**config.mk**
```make
export PLATFORM = sky130hd
export DESIGN_NAME = ppu_mem_writer
export DESIGN_NICKNAME = d
export VERILOG_FILES = /design/src/rtl/ppu_pkg.sv /design/src/rtl/ppu_mem_writer_if.sv /design/src/rtl/ppu_wr_fifo.sv /design/src/rtl/ppu_mem_writer.sv
export SDC_FILE = /design/constraint.sdc
export NUM_CORES = 1
export LEC_CHECK = 0
export ABC_AREA = 0
export BUFFER_PORTS_ARGS = -buffer_cell sky130_fd_sc_hd__buf_2
export CORE_UTILIZATION = 40
export CTS_CLUSTER_SIZE = 30
export DETAILED_ROUTE_END_ITERATION = 10
export PLACE_DENSITY_LB_ADDON = 0.2
export SYNTH_ARGS = -nofsm -noshare
export SYNTH_HDL_FRONTEND = slang
export SYNTH_SLANG_ARGS = --single-unit
```
**constraint.sdc**
```tcl
create_clock -name clk -period 6 [get_ports clk]
set_clock_uncertainty 0.2 [all_clocks]
set_input_delay 0.6 -clock clk [delete_from_list [all_inputs] [get_ports clk]]
set_output_delay 0.6 -clock clk [all_outputs]
set_load 0.02 [all_outputs]
```
**src/rtl/ppu_pkg.sv**
```systemverilog
// Shared types and constants for the PPU memory writer: write targets, memory
// geometry, the queued write entry and the host header field positions.
package ppu_pkg;

   typedef enum logic [2:0] {
      TGT_TILE_BUFFER     = 3'd0,
      TGT_TILE_GRAPHICS   = 3'd1,
      TGT_SPRITE_GRAPHICS = 3'd2,
      TGT_COLOR_PALETTES  = 3'd3,
      TGT_OAM             = 3'd4
   } target_e;

   typedef enum logic {
      ST_HDR,
      ST_PAYLOAD
   } parser_state_e;

   localparam int AW_TILE_BUFFER     = 9;
   localparam int AW_TILE_GRAPHICS   = 11;
   localparam int AW_SPRITE_GRAPHICS = 11;
   localparam int AW_COLOR_PALETTES  = 3;
   localparam int AW_OAM             = 8;

   localparam int DEPTH_TILE_BUFFER     = 1 << AW_TILE_BUFFER;
   localparam int DEPTH_TILE_GRAPHICS   = 1 << AW_TILE_GRAPHICS;
   localparam int DEPTH_SPRITE_GRAPHICS = 1 << AW_SPRITE_GRAPHICS;
   localparam int DEPTH_COLOR_PALETTES  = 1 << AW_COLOR_PALETTES;
   localparam int DEPTH_OAM             = 1 << AW_OAM;

   localparam int HDR_TGT_MSB  = 31;
   localparam int HDR_TGT_LSB  = 29;
   localparam int HDR_CNT_MSB  = 26;
   localparam int HDR_CNT_LSB  = 16;
   localparam int HDR_ADDR_MSB = 10;
   localparam int HDR_ADDR_LSB = 0;

   typedef struct packed {
      logic [2:0]  target;
      logic [10:0] addr;
      logic [31:0] data;
   } fifo_entry_t;

   function automatic logic target_valid(input logic [2:0] t);
      return t <= 3'd4;
   endfunction

   // Invalid targets get an all-zero mask so their address never moves.
   function automatic logic [10:0] addr_mask(input logic [2:0] t);
      case (t)
         TGT_TILE_BUFFER:     return 11'h1FF;
         TGT_TILE_GRAPHICS:   return 11'h7FF;
         TGT_SPRITE_GRAPHICS: return 11'h7FF;
         TGT_COLOR_PALETTES:  return 11'h007;
         TGT_OAM:             return 11'h0FF;
         default:             return 11'h000;
      endcase
   endfunction

endpackage

```
**src/rtl/ppu_mem_writer_if.sv**
```systemverilog
// Push/pop channel between the command parser and the write FIFO.
// push/pop are single-cycle requests; a push is taken when full=0, a pop when empty=0.
interface ppu_mem_writer_if;
   import ppu_pkg::*;

   logic        push;
   logic        pop;
   logic        full;
   logic        empty;
   fifo_entry_t wr_entry;
   fifo_entry_t rd_entry;

   modport master (output push, pop, wr_entry, input full, empty, rd_entry);
   modport slave  (input push, pop, wr_entry, output full, empty, rd_entry);
endinterface

```
**src/rtl/ppu_wr_fifo.sv**
```systemverilog
// Synchronous show-ahead FIFO of pending memory writes; rd_entry always shows the head.
module ppu_wr_fifo
   import ppu_pkg::*;
#(
   parameter int DEPTH = 16
) (
   input  logic               clk,
   input  logic               reset,
   ppu_mem_writer_if.slave    wr_if
);
   localparam int PW = $clog2(DEPTH);

   fifo_entry_t   mem_q [DEPTH];
   logic [PW:0]   wr_ptr_q, rd_ptr_q;
   logic          do_push, do_pop;

   // Extra pointer MSB distinguishes full from empty when the low bits match.
   assign wr_if.empty = (wr_ptr_q == rd_ptr_q);
   assign wr_if.full  = (wr_ptr_q[PW] != rd_ptr_q[PW]) &&
                        (wr_ptr_q[PW-1:0] == rd_ptr_q[PW-1:0]);
   assign do_push     = wr_if.push & ~wr_if.full;
   assign do_pop      = wr_if.pop  & ~wr_if.empty;
   assign wr_if.rd_entry = mem_q[rd_ptr_q[PW-1:0]];

   always_ff @(posedge clk) begin
      if (reset) begin
         wr_ptr_q <= '0;
         rd_ptr_q <= '0;
      end else begin
         if (do_push) wr_ptr_q <= wr_ptr_q + {{PW{1'b0}}, 1'b1};
         if (do_pop)  rd_ptr_q <= rd_ptr_q + {{PW{1'b0}}, 1'b1};
      end
   end

   always_ff @(posedge clk) begin
      if (do_push) mem_q[wr_ptr_q[PW-1:0]] <= wr_if.wr_entry;
   end
endmodule

```
**src/rtl/ppu_mem_writer.sv**
```systemverilog
// Host command parser feeding a write FIFO that drains into the PPU memories
// during vertical blanking, one registered write per cycle.
module ppu_mem_writer
   import ppu_pkg::*;
#(
   parameter int FIFO_DEPTH = 16
) (
   input  logic        clk,
   input  logic        reset,
   input  logic [31:0] write_data,
   input  logic        write,
   input  logic        chipselect,
   output logic        waitrequest,
   input  logic        vblank,
   output logic        rw_tile_buffer,
   output logic        rw_tile_graphics,
   output logic        rw_sprite_graphics,
   output logic        rw_color_palettes,
   output logic        rw_OAM,
   output logic [8:0]  addr_tile_buffer,
   output logic [10:0] addr_tile_graphics,
   output logic [10:0] addr_sprite_graphics,
   output logic [2:0]  addr_color_palettes,
   output logic [7:0]  addr_OAM,
   output logic [31:0] write_data_tile_buffer,
   output logic [31:0] write_data_tile_graphics,
   output logic [31:0] write_data_sprite_graphics,
   output logic [31:0] write_data_OAM,
   output logic [23:0] write_data_color_palettes,
   output logic        cmd_error
);
   parser_state_e state_q, state_d;
   logic [2:0]    tgt_q, tgt_d;
   logic [10:0]   remaining_q, remaining_d;
   logic [10:0]   cur_addr_q, cur_addr_d;
   logic          cmd_error_q, cmd_error_d;
   logic          stall, accept;
   logic [2:0]    hdr_tgt;
   logic [10:0]   hdr_cnt, hdr_addr;

   ppu_mem_writer_if wr_if ();

   ppu_wr_fifo #(.DEPTH(FIFO_DEPTH)) u_fifo (
      .clk   (clk),
      .reset (reset),
      .wr_if (wr_if.slave)
   );

   assign hdr_tgt  = write_data[HDR_TGT_MSB:HDR_TGT_LSB];
   assign hdr_cnt  = write_data[HDR_CNT_MSB:HDR_CNT_LSB];
   assign hdr_addr = write_data[HDR_ADDR_MSB:HDR_ADDR_LSB];

   // Only payload words bound for a real memory can be held off by a full FIFO.
   assign stall       = (state_q == ST_PAYLOAD) && target_valid(tgt_q) && wr_if.full;
   assign waitrequest = stall;
   assign accept      = write & chipselect & ~stall;
   assign cmd_error   = cmd_error_q;

   always_ff @(posedge clk) begin
      if (reset) state_q <= ST_HDR;
      else       state_q <= state_d;
   end

   always_comb begin
      state_d = state_q;
      case (state_q)
         ST_HDR:     if (accept && hdr_cnt != 11'd0)      state_d = ST_PAYLOAD;
         ST_PAYLOAD: if (accept && remaining_q == 11'd1)  state_d = ST_HDR;
         default:                                          state_d = ST_HDR;
      endcase
   end

   always_comb begin
      wr_if.push     = (state_q == ST_PAYLOAD) && accept && target_valid(tgt_q);
      wr_if.wr_entry = '{target: tgt_q, addr: cur_addr_q, data: write_data};
   end

   always_comb begin
      tgt_d       = tgt_q;
      remaining_d = remaining_q;
      cur_addr_d  = cur_addr_q;
      cmd_error_d = cmd_error_q;
      if (accept) begin
         if (state_q == ST_HDR) begin
            if (hdr_cnt != 11'd0) begin
               tgt_d       = hdr_tgt;
               remaining_d = hdr_cnt;
               cur_addr_d  = hdr_addr & addr_mask(hdr_tgt);
               if (!target_valid(hdr_tgt)) cmd_error_d = 1'b1;
            end
         end else begin
            remaining_d = remaining_q - 11'd1;
            cur_addr_d  = (cur_addr_q + 11'd1) & addr_mask(tgt_q);
         end
      end
   end

   always_ff @(posedge clk) begin
      if (reset) begin
         tgt_q       <= '0;
         remaining_q <= '0;
         cur_addr_q  <= '0;
         cmd_error_q <= 1'b0;
      end else begin
         tgt_q       <= tgt_d;
         remaining_q <= remaining_d;
         cur_addr_q  <= cur_addr_d;
         cmd_error_q <= cmd_error_d;
      end
   end

   // Drain side: pop gated by the live vblank, so a falling vblank stops pops at once.
   assign wr_if.pop = vblank & ~wr_if.empty;

   always_ff @(posedge clk) begin
      if (reset) begin
         rw_tile_buffer             <= 1'b0;
         rw_tile_graphics           <= 1'b0;
         rw_sprite_graphics         <= 1'b0;
         rw_color_palettes          <= 1'b0;
         rw_OAM                     <= 1'b0;
         addr_tile_buffer           <= '0;
         addr_tile_graphics         <= '0;
         addr_sprite_graphics       <= '0;
         addr_color_palettes        <= '0;
         addr_OAM                   <= '0;
         write_data_tile_buffer     <= '0;
         write_data_tile_graphics   <= '0;
         write_data_sprite_graphics <= '0;
         write_data_OAM             <= '0;
         write_data_color_palettes  <= '0;
      end else begin
         rw_tile_buffer     <= 1'b0;
         rw_tile_graphics   <= 1'b0;
         rw_sprite_graphics <= 1'b0;
         rw_color_palettes  <= 1'b0;
         rw_OAM             <= 1'b0;
         if (wr_if.pop) begin
            case (wr_if.rd_entry.target)
               TGT_TILE_BUFFER: begin
                  rw_tile_buffer         <= 1'b1;
                  addr_tile_buffer       <= wr_if.rd_entry.addr[8:0];
                  write_data_tile_buffer <= wr_if.rd_entry.data;
               end
               TGT_TILE_GRAPHICS: begin
                  rw_tile_graphics         <= 1'b1;
                  addr_tile_graphics       <= wr_if.rd_entry.addr;
                  write_data_tile_graphics <= wr_if.rd_entry.data;
               end
               TGT_SPRITE_GRAPHICS: begin
                  rw_sprite_graphics         <= 1'b1;
                  addr_sprite_graphics       <= wr_if.rd_entry.addr;
                  write_data_sprite_graphics <= wr_if.rd_entry.data;
               end
               TGT_COLOR_PALETTES: begin
                  rw_color_palettes         <= 1'b1;
                  addr_color_palettes       <= wr_if.rd_entry.addr[2:0];
                  write_data_color_palettes <= wr_if.rd_entry.data[23:0];
               end
               TGT_OAM: begin
                  rw_OAM         <= 1'b1;
                  addr_OAM       <= wr_if.rd_entry.addr[7:0];
                  write_data_OAM <= wr_if.rd_entry.data;
               end
               default: ;
            endcase
         end
      end
   end
endmodule

```
==> flow_summary_export.csv, run 1 <==
group,metric,value,unit
drt,drt-initial-drc-count,1720,
clocking,clk_pin_slew,60,ps
clocking,cts_inserted_buffers,99,
drt,route.final.wire_length,90.9,mm
setup_path,critPathMaxFanout,29,
pwr,total_power,13.8,mW
drt,detail_route.wl_per_cell,25.1,um
finish,final_cell_mix,"sky130_fd_sc_hd__edfxtp_1, sky130_fd_sc_hd__dfxtp_1, sky130_fd_sc_hd__buf_2",
drt,residual_antenna_violating_net_count_after_detailed_routing,0,
finish,fin_util,46.6,%
die,die-height,309,um
setup_path,critical_path_arrival,4100,ps
setup_path,timing.critical_path.from_type,"flop",
logic_synthesis,synth-main-ff-cell,"sky130_fd_sc_hd__edfxtp_1",
grt,grt_antenna_before_repair,9,
setup_path,worstPathCellList,"nand3_1 -> a21oi_1 -> and3_2 -> buf_4",
setup_path,slowest_cell_on_crit_path,"sky130_fd_sc_hd__and3_2",
die,standard_cell_row_count,112,
sta,hold_violations,0,
logic_synthesis,synth_area_leaders,"sky130_fd_sc_hd__edfxtp_1, sky130_fd_sc_hd__mux4_2, sky130_fd_sc_hd__dfxtp_1, sky130_fd_sc_hd__mux2i_1, sky130_fd_sc_hd__nand2b_1",
setup_path,critical_path.endpoint_type,"flop",
clocking,master_cell_of_the_clock_root_buffer,"sky130_fd_sc_hd__clkbuf_16",
clocking,hold_buffers,0,
clocking,cts_tree,"built",
flow_run,max_cap_violations,0,
setup_path,reg2reg_to,"u_fifo.mem_q[5][43]$_DFFE_PP_",
sta,worst_slew_pin_slew,1170,ps
clocking,cts_setup_buffers,0,
pwr,pwr_density_cell,317,mW/mm^2
logic_synthesis,syn-instance-count,2024,
setup_path,cp.required,6150,ps
pwr,power_leakage,14.1,nW
grt,grt_util_met3,3.58,%
die,die_width,309,um
clocking,cts_htree_levels,3,
sta,maxSlewViolCount,0,
worst_hold_path,hold_path_startpoint,"write_data[15]",
grt,grt_pass1_vias,19757,
placed_design,place_congestion,0.799,
setup_path,critical_path.reg2reg.startpoint,"state_q$_SDFF_PP0_",
drt,drc,0,
finish,final_net_count,2335,
worst_hold_path,worst_hold_path_class,"in -> reg",
logic_synthesis,synth.yosys.warnings,0,
setup_path,setup.worst_path.start,"state_q$_SDFF_PP0_",
grt,first_pass_grt_wire_length,133,mm
logic_synthesis,synth_top_area_share,58.6,%
logic_synthesis,synth.lib_cells_used.distinct,58,
sta,max_freq,253,MHz
placed_design,placement.io_buffers,237,
sta,max-slew-margin-rel,21.6,%
die,design.portCount,238,
finish,final_common_cell,"sky130_fd_sc_hd__edfxtp_1",
sta,post-route-min-period,3950,ps
setup_path,crit_path_end,"u_fifo.mem_q[5][43]$_DFFE_PP_",
placed_design,detailedPlacementHpwl,54.5,mm
logic_synthesis,async_flop_share,0,%
logic_synthesis,synth_enable_flop_cells,736,
clocking,clock_latency_late_sink,660,ps
finish,final_design_area_no_fill,0.0435,mm^2
clocking,cts_buffer_depth,3,
finish,final_layout_size_suffix_gt1_share,29.0,%
die,start_util,40.4,%
grt,track_usage,19.0,%
sta,finalCritPeriodShare,65.9,%
drt,vias,19363,
setup_path,worst_r2r_path_depth,4,
sta,fin_setup_tns,0,ps
die,die-area,0.0955,mm^2
setup_path,timing_worst_setup_path_type,"reg -> reg",
grt,global_route.usage.met1,26.7,%
logic_synthesis,cell_taking_the_most_area_after_synthesis,"sky130_fd_sc_hd__edfxtp_1",
sta,rsz_0062_raised_after_global_routing,"no",
finish,nFillCells,7925,
grt,met2_usage,30.3,%
grt,globalRoute.totalOverflow,0,
clocking,number_of_gates_resized_after_cts,0,
grt,pin_count_of_the_biggest_net_entering_global_routing,114,
pwr,power.ir.vdd_worst,0.000188,V
die,placeableCoreArea,0.0933,mm^2
placed_design,postPlaceCellArea,0.0403,mm^2
grt,grt-busiest-layer,"met2",
drt,drt-vias-per-instance,5.34,
sta,finalSetupViolCount,0,
logic_synthesis,synth.ff_latch_count,976,
setup_path,cpPeakStageDelay,1110,ps
outcome,outcome,"finished clean",
logic_synthesis,post_syn_area_per_cell,18.6,um^2
drt,dr.pass1.iters,6,
logic_synthesis,mappedNetlistNets,2069,
setup_path,ff2ff_setup_slack,2050,ps
finish,area_growth_syn_to_layout,15.3,%
clocking,cts.sinks,976,
logic_synthesis,post_synth_instance_area,0.0377,mm^2
logic_synthesis,yosysSeqAreaShare,71.3,%
layout make-up:
class                   instances  area [um^2]  share of cell area [%]
clock buffers                 132         2780                    6.39
well taps                    1254         1570                    3.61
repair buffers                282         1570                    3.61
multi-input cells             921        10200                    23.4
flip-flops and latches        976        26900                    61.9
diodes                          2         5.00                  0.0115
inverters                      10         37.5                  0.0864
clock inverters                49          402                   0.924
synth_stat cells, types with 11 or more instances:
cell type                  count
sky130_fd_sc_hd__dfxtp_1     240
sky130_fd_sc_hd__mux4_2      227
sky130_fd_sc_hd__edfxtp_1    736
sky130_fd_sc_hd__nand2_1      79
sky130_fd_sc_hd__and3_1       20
sky130_fd_sc_hd__nand2b_1    190
sky130_fd_sc_hd__nor3_1       12
sky130_fd_sc_hd__buf_6        24
sky130_fd_sc_hd__nor2_1       39
sky130_fd_sc_hd__mux2i_1     200
sky130_fd_sc_hd__a21oi_1      25
sky130_fd_sc_hd__nand3_1      11
sky130_fd_sc_hd__buf_2        18
sky130_fd_sc_hd__clkbuf_1     65
sky130_fd_sc_hd__xnor2_1      12
how the worst min path moves through the flow:
stage,end,slack [ps],cells after the start
floorplan,remaining_q[9]$_SDFFE_PP0P_,250,2
finish,u_fifo.mem_q[0][15]$_DFFE_PP_,120,1
global route,u_fifo.mem_q[0][15]$_DFFE_PP_,110,1
CTS,u_fifo.mem_q[8][15]$_DFFE_PP_,80,1
detailed placement,write_data_OAM[5]$_SDFFE_PP0P_,250,2
global placement,write_data_OAM[5]$_SDFFE_PP0P_,240,2
critical path: cells and delay by family, from the launching register on:
kind | cells | cell delay (ps)
buffers and inverters | 1 | 380
AOI/OAI and AO/OA | 1 | 770
DFF | 1 | 930
and+or+nand+nor | 2 | 1350
layer usage:
metal,vias to the layer above,routed length [um]
li1,8494,-
met1,10157,40600
met2,588,43000
met3,114,5610
met4,10,1660
met5,-,69
report_power, final:
part | switching, mW | internal, mW
clock network | 2.50 | 3.50
registers | 0.0427 | 7.27
logic | 0.292 | 0.198
cell families (layout without fill, tap and decap cells):
family / Yosys count / after routing / synth area share (%)
xor+xnor: 16 / 16 / 0.372
mux: 428 / 428 / 18.9
fa+ha+maj: 10 / 10 / 0.319
other cells: 0 / 2 / 0
compound gates: 84 / 84 / 1.51
simple gates: 383 / 383 / 5.71
buf+inv: 127 / 473 / 1.84
flops: 976 / 976 / 71.3
state kept, by name (all words and copies together) (netlist names), 5 cells and up, named ones only:
signal / cells
addr_OAM: 8
addr_sprite_graphics: 11
addr_tile_buffer: 9
addr_tile_graphics: 11
cur_addr_q: 11
remaining_q: 11
u_fifo.mem_q: 736
u_fifo.rd_ptr_q: 5
u_fifo.wr_ptr_q: 5
write_data_OAM: 32
write_data_color_palettes: 24
write_data_sprite_graphics: 32
write_data_tile_buffer: 32
write_data_tile_graphics: 32
through the flow:
stage,worst slack (ps),hold WS (ps),cells
final,2050,117,3626
after global routing,1840,108,3624
after CTS,2100,82.3,3624
after detailed placement,2030,247,3443
after global placement,2050,239,3443
after floorplan,935,252,2024
No activity file was read; power rests on OpenSTA's default activity.
==> run 2: changes to the inputs <==
==> constraint.sdc (replaced) <==
create_clock -name clk -period 3.6 [get_ports clk]
set_clock_uncertainty 0.2 [all_clocks]
set_input_delay 0.36 -clock clk [delete_from_list [all_inputs] [get_ports clk]]
set_output_delay 0.36 -clock clk [all_outputs]
set_load 0.02 [all_outputs]
==> flow_summary_export.csv, run 2 (synthesis results as in run 1) <==
group,metric,value,unit
outcome,outcome,"finished clean",
clocking,master_cell_of_the_clock_root_buffer,"sky130_fd_sc_hd__clkbuf_16",
placed_design,place_congestion,0.790,
grt,grt_pass1_vias,20176,
die,die-height,309,um
grt,grt_antenna_before_repair,7,
sta,maxSlewViolCount,0,
pwr,part_of_the_total_power_dissipated_in_the_clock_network,43.2,%
sta,hold_violations,0,
drt,residual_antenna_violating_net_count_after_detailed_routing,0,
sta,finalSetupViolCount,0,
sta,finalCritPeriodShare,85.8,%
finish,seq_area,0.0269,mm^2
sta,max-slew-margin-rel,36.9,%
setup_path,critPathMaxFanout,28,
finish,final_design_area_no_fill,0.0443,mm^2
worst_hold_path,holdPathStages,3,
setup_path,critical_path.endpoint_type,"flop",
worst_hold_path,worst_hold_path_class,"in -> reg",
clocking,cts_inserted_buffers,97,
pwr,power_switching_share,20.7,%
finish,area_growth_syn_to_layout,17.4,%
die,start_util,40.4,%
drt,vias,19722,
setup_path,cp.required,3970,ps
finish,final_net_count,2383,
clocking,clk_pin_slew,60,ps
sta,rsz_0062_raised_after_global_routing,"no",
finish,final_cell_mix,"sky130_fd_sc_hd__edfxtp_1, sky130_fd_sc_hd__dfxtp_1, sky130_fd_sc_hd__buf_2",
sta,worst_slew_pin_slew,943,ps
setup_path,worst_r2r_path_depth,6,
clocking,cts_htree_levels,3,
die,die_width,309,um
pwr,power.share.sequential,53.0,%
pwr,total_power,22.9,mW
sta,max_freq,324,MHz
setup_path,ff2ff_setup_slack,510,ps
drt,dr.pass1.iters,7,
placed_design,detailedPlacementHpwl,53.3,mm
finish,final_common_cell,"sky130_fd_sc_hd__edfxtp_1",
setup_path,critical_path_arrival,3460,ps
die,placeableCoreArea,0.0933,mm^2
clocking,cts.sinks,976,
grt,first_pass_grt_wire_length,136,mm
finish,multi_input_comb_area,0.0102,mm^2
sta,post-route-min-period,3090,ps
pwr,relative_contribution_of_combinational_cells_to_total_power,3.8,%
pwr,power.switching,4.76,mW
die,standard_cell_row_count,112,
die,design.portCount,238,
placed_design,placement.io_buffers,237,
drt,drc,0,
pwr,pwr_density_cell,518,mW/mm^2
pwr,power_report.internal_total,18.2,mW
clocking,cts_setup_buffers,0,
sta,fin_setup_tns,0,ps
clocking,cts_buffer_depth,3,
die,die-area,0.0955,mm^2
setup_path,timing_worst_setup_path_type,"reg -> reg",
finish,nFillCells,7798,
finish,max_reg_flops,736,
placed_design,postPlaceCellArea,0.0408,mm^2
grt,track_usage,19.5,%
drt,route.final.wire_length,92.9,mm
grt,pin_count_of_the_biggest_net_entering_global_routing,88,
drt,drt-initial-drc-count,1483,
drt,drt-vias-per-instance,5.37,
drt,detail_route.wl_per_cell,25.3,um
pwr,power.ir.vdd_worst,0.000366,V
flow_run,max_cap_violations,0,
pwr,power_leakage,14.4,nW
finish,final_layout_size_suffix_gt1_share,29.1,%
grt,globalRoute.totalOverflow,0,
clocking,cts_tree,"built",
clocking,clock_latency_late_sink,660,ps
sta,hold_ws,103,ps
setup_path,timing.critical_path.from_type,"flop",
==> run 2: cell count changes in the layout (fill, tap and decap cells not counted), moves of 6 or more <==
| cell | delta |
|---|---|
| sky130_fd_sc_hd__buf_12 | +29 |
| sky130_fd_sc_hd__buf_4 | -12 |
| sky130_fd_sc_hd__bufinv_16 | -6 |
| sky130_fd_sc_hd__clkbuf_16 | +6 |
| sky130_fd_sc_hd__clkinv_1 | -8 |
| sky130_fd_sc_hd__dlygate4sd3_1 | +33 |
==> run 2: routing by layer <==
layer	vias up	global-route usage [%]	routed length, um
met5	-	0	36
met4	6	5.99	2110
met3	126	3.05	5730
met2	629	31.1	43600
met1	10378	27.6	41400
li1	8583	-	-
==> run 2: path summary, 6_finish.rpt <==
path                                                endpoint                                        from
setup / recovery             write_data_OAM[27]$_SDFFE_PP0P_                                        flop
hold / removal       write_data_tile_buffer[24]$_SDFFE_PP0P_                                       reset
hold reg to reg   write_data_color_palettes[21]$_SDFFE_PP0P_  write_data_color_palettes[21]$_SDFFE_PP0P_
setup reg to reg             write_data_OAM[27]$_SDFFE_PP0P_                                        flop
==> run 2: final cells by class <==
class | instances | area share (%)
multi-input combinational | 921 | 23.0
inverter | 10 | 0.0848
tap | 1254 | 3.54
antenna | 3 | 0.0170
clock buffer | 143 | 6.71
timing repair buffer | 332 | 5.40
clock inverter | 34 | 0.399
sequential | 976 | 60.8
==> run 2: critical path, stage by stage (launching register included) <==
cell and delay [ps]:
sky130_fd_sc_hd__dfxtp_4 560, sky130_fd_sc_hd__mux4_2 560, sky130_fd_sc_hd__a22oi_2 240, sky130_fd_sc_hd__nand3_2 310
sky130_fd_sc_hd__nor4b_4 370, sky130_fd_sc_hd__buf_4 490, sky130_fd_sc_hd__mux2i_1 250
==> run 2: repair_timing <==
action                    4_1_cts  5_1_grt
hold buffers                   33        0
hold endpoints to repair      516        0
gates resized for setup         0        0
==> run 2: per-stage QoR <==
| step | std cells | setup WS [ps] | utilization [%] |
|---|---|---|---|
| final | 3673 | 511 | 47.4 |
| after CTS | 3670 | 459 | 47.4 |
| after global routing | 3672 | 258 | 47.4 |
| after global placement | 3460 | 508 | 43.7 |
| after floorplan | 2024 | 90.6 | - |
| after detailed placement | 3460 | 468 | 43.7 |
==> run 2: power groups by stage <==
stage                     logic, mW  clock network (mW)  registers (mW)
after floorplan               0.525                   0            12.4
after global placement        0.823                   0            12.4
after detailed placement      0.844                   0            12.4
after CTS                     0.878                10.1            12.2
after global routing          0.937                10.6            12.2
final                         0.864                9.91            12.2
==> run 3: changes to the inputs <==
--- a/config.mk
+++ b/config.mk
@@ -11,6 +11,7 @@
 export CTS_CLUSTER_SIZE = 30
 export DETAILED_ROUTE_END_ITERATION = 10
 export PLACE_DENSITY_LB_ADDON = 0.2
+export RECOVER_POWER = 25
 export SYNTH_ARGS = -nofsm -noshare
 export SYNTH_HDL_FRONTEND = slang
 export SYNTH_SLANG_ARGS = --single-unit
==> flow_summary_export.csv, run 3 (synthesis results as in run 1) <==
group,metric,value,unit
setup_path,cp.required,3970,ps
pwr,part_of_the_total_power_dissipated_in_the_clock_network,43.2,%
sta,finalCritPeriodShare,85.7,%
drt,drc,0,
finish,nFillCells,7816,
drt,drt-vias-per-instance,5.36,
finish,final_net_count,2383,
sta,finalSetupViolCount,0,
pwr,power_switching_share,20.7,%
placed_design,placement.io_buffers,237,
grt,first_pass_grt_wire_length,136,mm
pwr,relative_contribution_of_combinational_cells_to_total_power,3.7,%
drt,dr.pass1.iters,5,
die,die-height,309,um
drt,route.final.wire_length,92.7,mm
setup_path,worst_r2r_path_depth,6,
clocking,cts_buffer_depth,3,
pwr,power.share.sequential,53.1,%
setup_path,reg2reg_to,"write_data_OAM[27]$_SDFFE_PP0P_",
sta,hold_violations,0,
placed_design,place_congestion,0.790,
pwr,power.switching,4.75,mW
flow_run,max_cap_violations,0,
clocking,master_cell_of_the_clock_root_buffer,"sky130_fd_sc_hd__clkbuf_16",
clocking,cts.sinks,976,
placed_design,dp_worst_setup_slack,468,ps
worst_hold_path,hold_path_startpoint,"reset",
pwr,power.ir.vdd_worst,0.000367,V
setup_path,ff2ff_setup_slack,520,ps
sta,fin_setup_tns,0,ps
die,start_util,40.4,%
drt,drt-initial-drc-count,1492,
clocking,clock_latency_late_sink,660,ps
setup_path,critical_path.endpoint_type,"flop",
finish,multi_input_comb_area,0.0102,mm^2
sta,max-slew-margin-rel,34.3,%
die,die_width,309,um
outcome,outcome,"finished clean",
drt,residual_antenna_violating_net_count_after_detailed_routing,0,
finish,fin_util,47.4,%
clocking,cts_htree_levels,3,
pwr,power_leakage,14.3,nW
sta,post-route-min-period,3080,ps
clocking,cts_tree,"built",
grt,pin_count_of_the_biggest_net_entering_global_routing,88,
worst_hold_path,min_delay_worst_endpoint,"write_data_tile_graphics[28]$_SDFFE_PP0P_",
setup_path,critPathMaxFanout,28,
sta,max_freq,324,MHz
finish,max_reg_flops,736,
drt,route.top_layer_used,"met5",
finish,seq_area,0.0269,mm^2
pwr,total_power,22.9,mW
drt,detail_route.wl_per_cell,25.2,um
finish,final_common_cell,"sky130_fd_sc_hd__edfxtp_1",
die,placeableCoreArea,0.0933,mm^2
clocking,cts_setup_buffers,0,
clocking,cts_inserted_buffers,97,
sta,worst_slew_pin_slew,985,ps
drt,routed-wl-met2,43.6,mm
sta,maxSlewViolCount,0,
finish,area_growth_syn_to_layout,17.3,%
worst_hold_path,worst_hold_path_class,"in -> reg",
drt,vias,19680,
drt,m1WireLength,41.8,mm
finish,instances_no_fill,3673,
setup_path,critical_path_arrival,3460,ps
finish,final_cell_mix,"sky130_fd_sc_hd__edfxtp_1, sky130_fd_sc_hd__dfxtp_1, sky130_fd_sc_hd__mux4_2",
worst_hold_path,holdPathStages,3,
setup_path,timing.critical_path.from_type,"flop",
placed_design,detailedPlacementHpwl,53.3,mm
setup_path,timing_worst_setup_path_type,"reg -> reg",
grt,globalRoute.totalOverflow,0,
finish,final_layout_size_suffix_gt1_share,27.8,%
die,design.portCount,238,
clocking,clk_pin_slew,70,ps
pwr,power_report.internal_total,18.2,mW
sta,rsz_0062_raised_after_global_routing,"no",
grt,grt_antenna_before_repair,7,
die,die-area,0.0955,mm^2
die,standard_cell_row_count,112,
grt,grt_pass1_vias,20176,
placed_design,place.detailed.instances,3460,
sta,finalWorstSetupSlack,516,ps
drt,met3_length,5.17,mm
grt,track_usage,19.5,%
pwr,pwr_density_cell,519,mW/mm^2
[run 3: stage by stage]
step	hold slack [ps]	instance area [um^2]
after detailed placement	252	40800
after floorplan	252	37700
final	98.5	44200
after global placement	246	40800
after global routing	127	44200
after CTS	77.9	44300
[run 3: critical path: stages (launching register included)]
cell and delay, ps:
sky130_fd_sc_hd__dfxtp_4 560, sky130_fd_sc_hd__mux4_2 560, sky130_fd_sc_hd__a22oi_2 240, sky130_fd_sc_hd__nand3_2 310, sky130_fd_sc_hd__nor4b_4 370, sky130_fd_sc_hd__buf_4 490
sky130_fd_sc_hd__mux2i_1 250
[run 3: repair_timing]
action / in CTS / in global routing
endpoints found under the hold margin: 516 / 0
resized for setup: 0 / 0
hold buffers: 33 / 0
[run 3: per-layer routing]
metal,up-vias,global-route usage (%)
met1,10394,27.6
met5,-,0
met3,124,3.05
met2,572,31.1
met4,8,5.99
li1,8582,-
[run 3: power groups by stage]
stage	clock network, mW	logic (mW)	registers, mW
floorplan	0	0.525	12.4
global placement	0	0.823	12.4
detailed placement	0	0.844	12.4
CTS	10.1	0.878	12.2
global route	10.6	0.931	12.2
finish	9.91	0.857	12.2
[run 3: how the worst max path moves through the flow]
stage,startpoint,endpoint,slack (ps)
3_3_place_gp,flop,addr_OAM[2]$_SDFFE_PP0P_,510
6_report,flop,write_data_OAM[27]$_SDFFE_PP0P_,520
3_5_place_dp,flop,addr_OAM[6]$_SDFFE_PP0P_,470
4_1_cts,flop,addr_OAM[6]$_SDFFE_PP0P_,460
5_1_grt,tgt_q[2]$_SDFFE_PP0P_,waitrequest,260
2_1_floorplan,tgt_q[0]$_SDFFE_PP0P_,u_fifo.mem_q[3][0]$_DFFE_PP_,90
[run 3: final cells by class]
cell class | count | share of cell area (%)
antenna | 3 | 0.0170
clock buffer | 143 | 6.72
clock inverter | 34 | 0.399
inverter | 10 | 0.0849
multi-input combinational | 921 | 23.1
sequential | 976 | 60.9
tap | 1254 | 3.55
timing repair buffer | 332 | 5.29
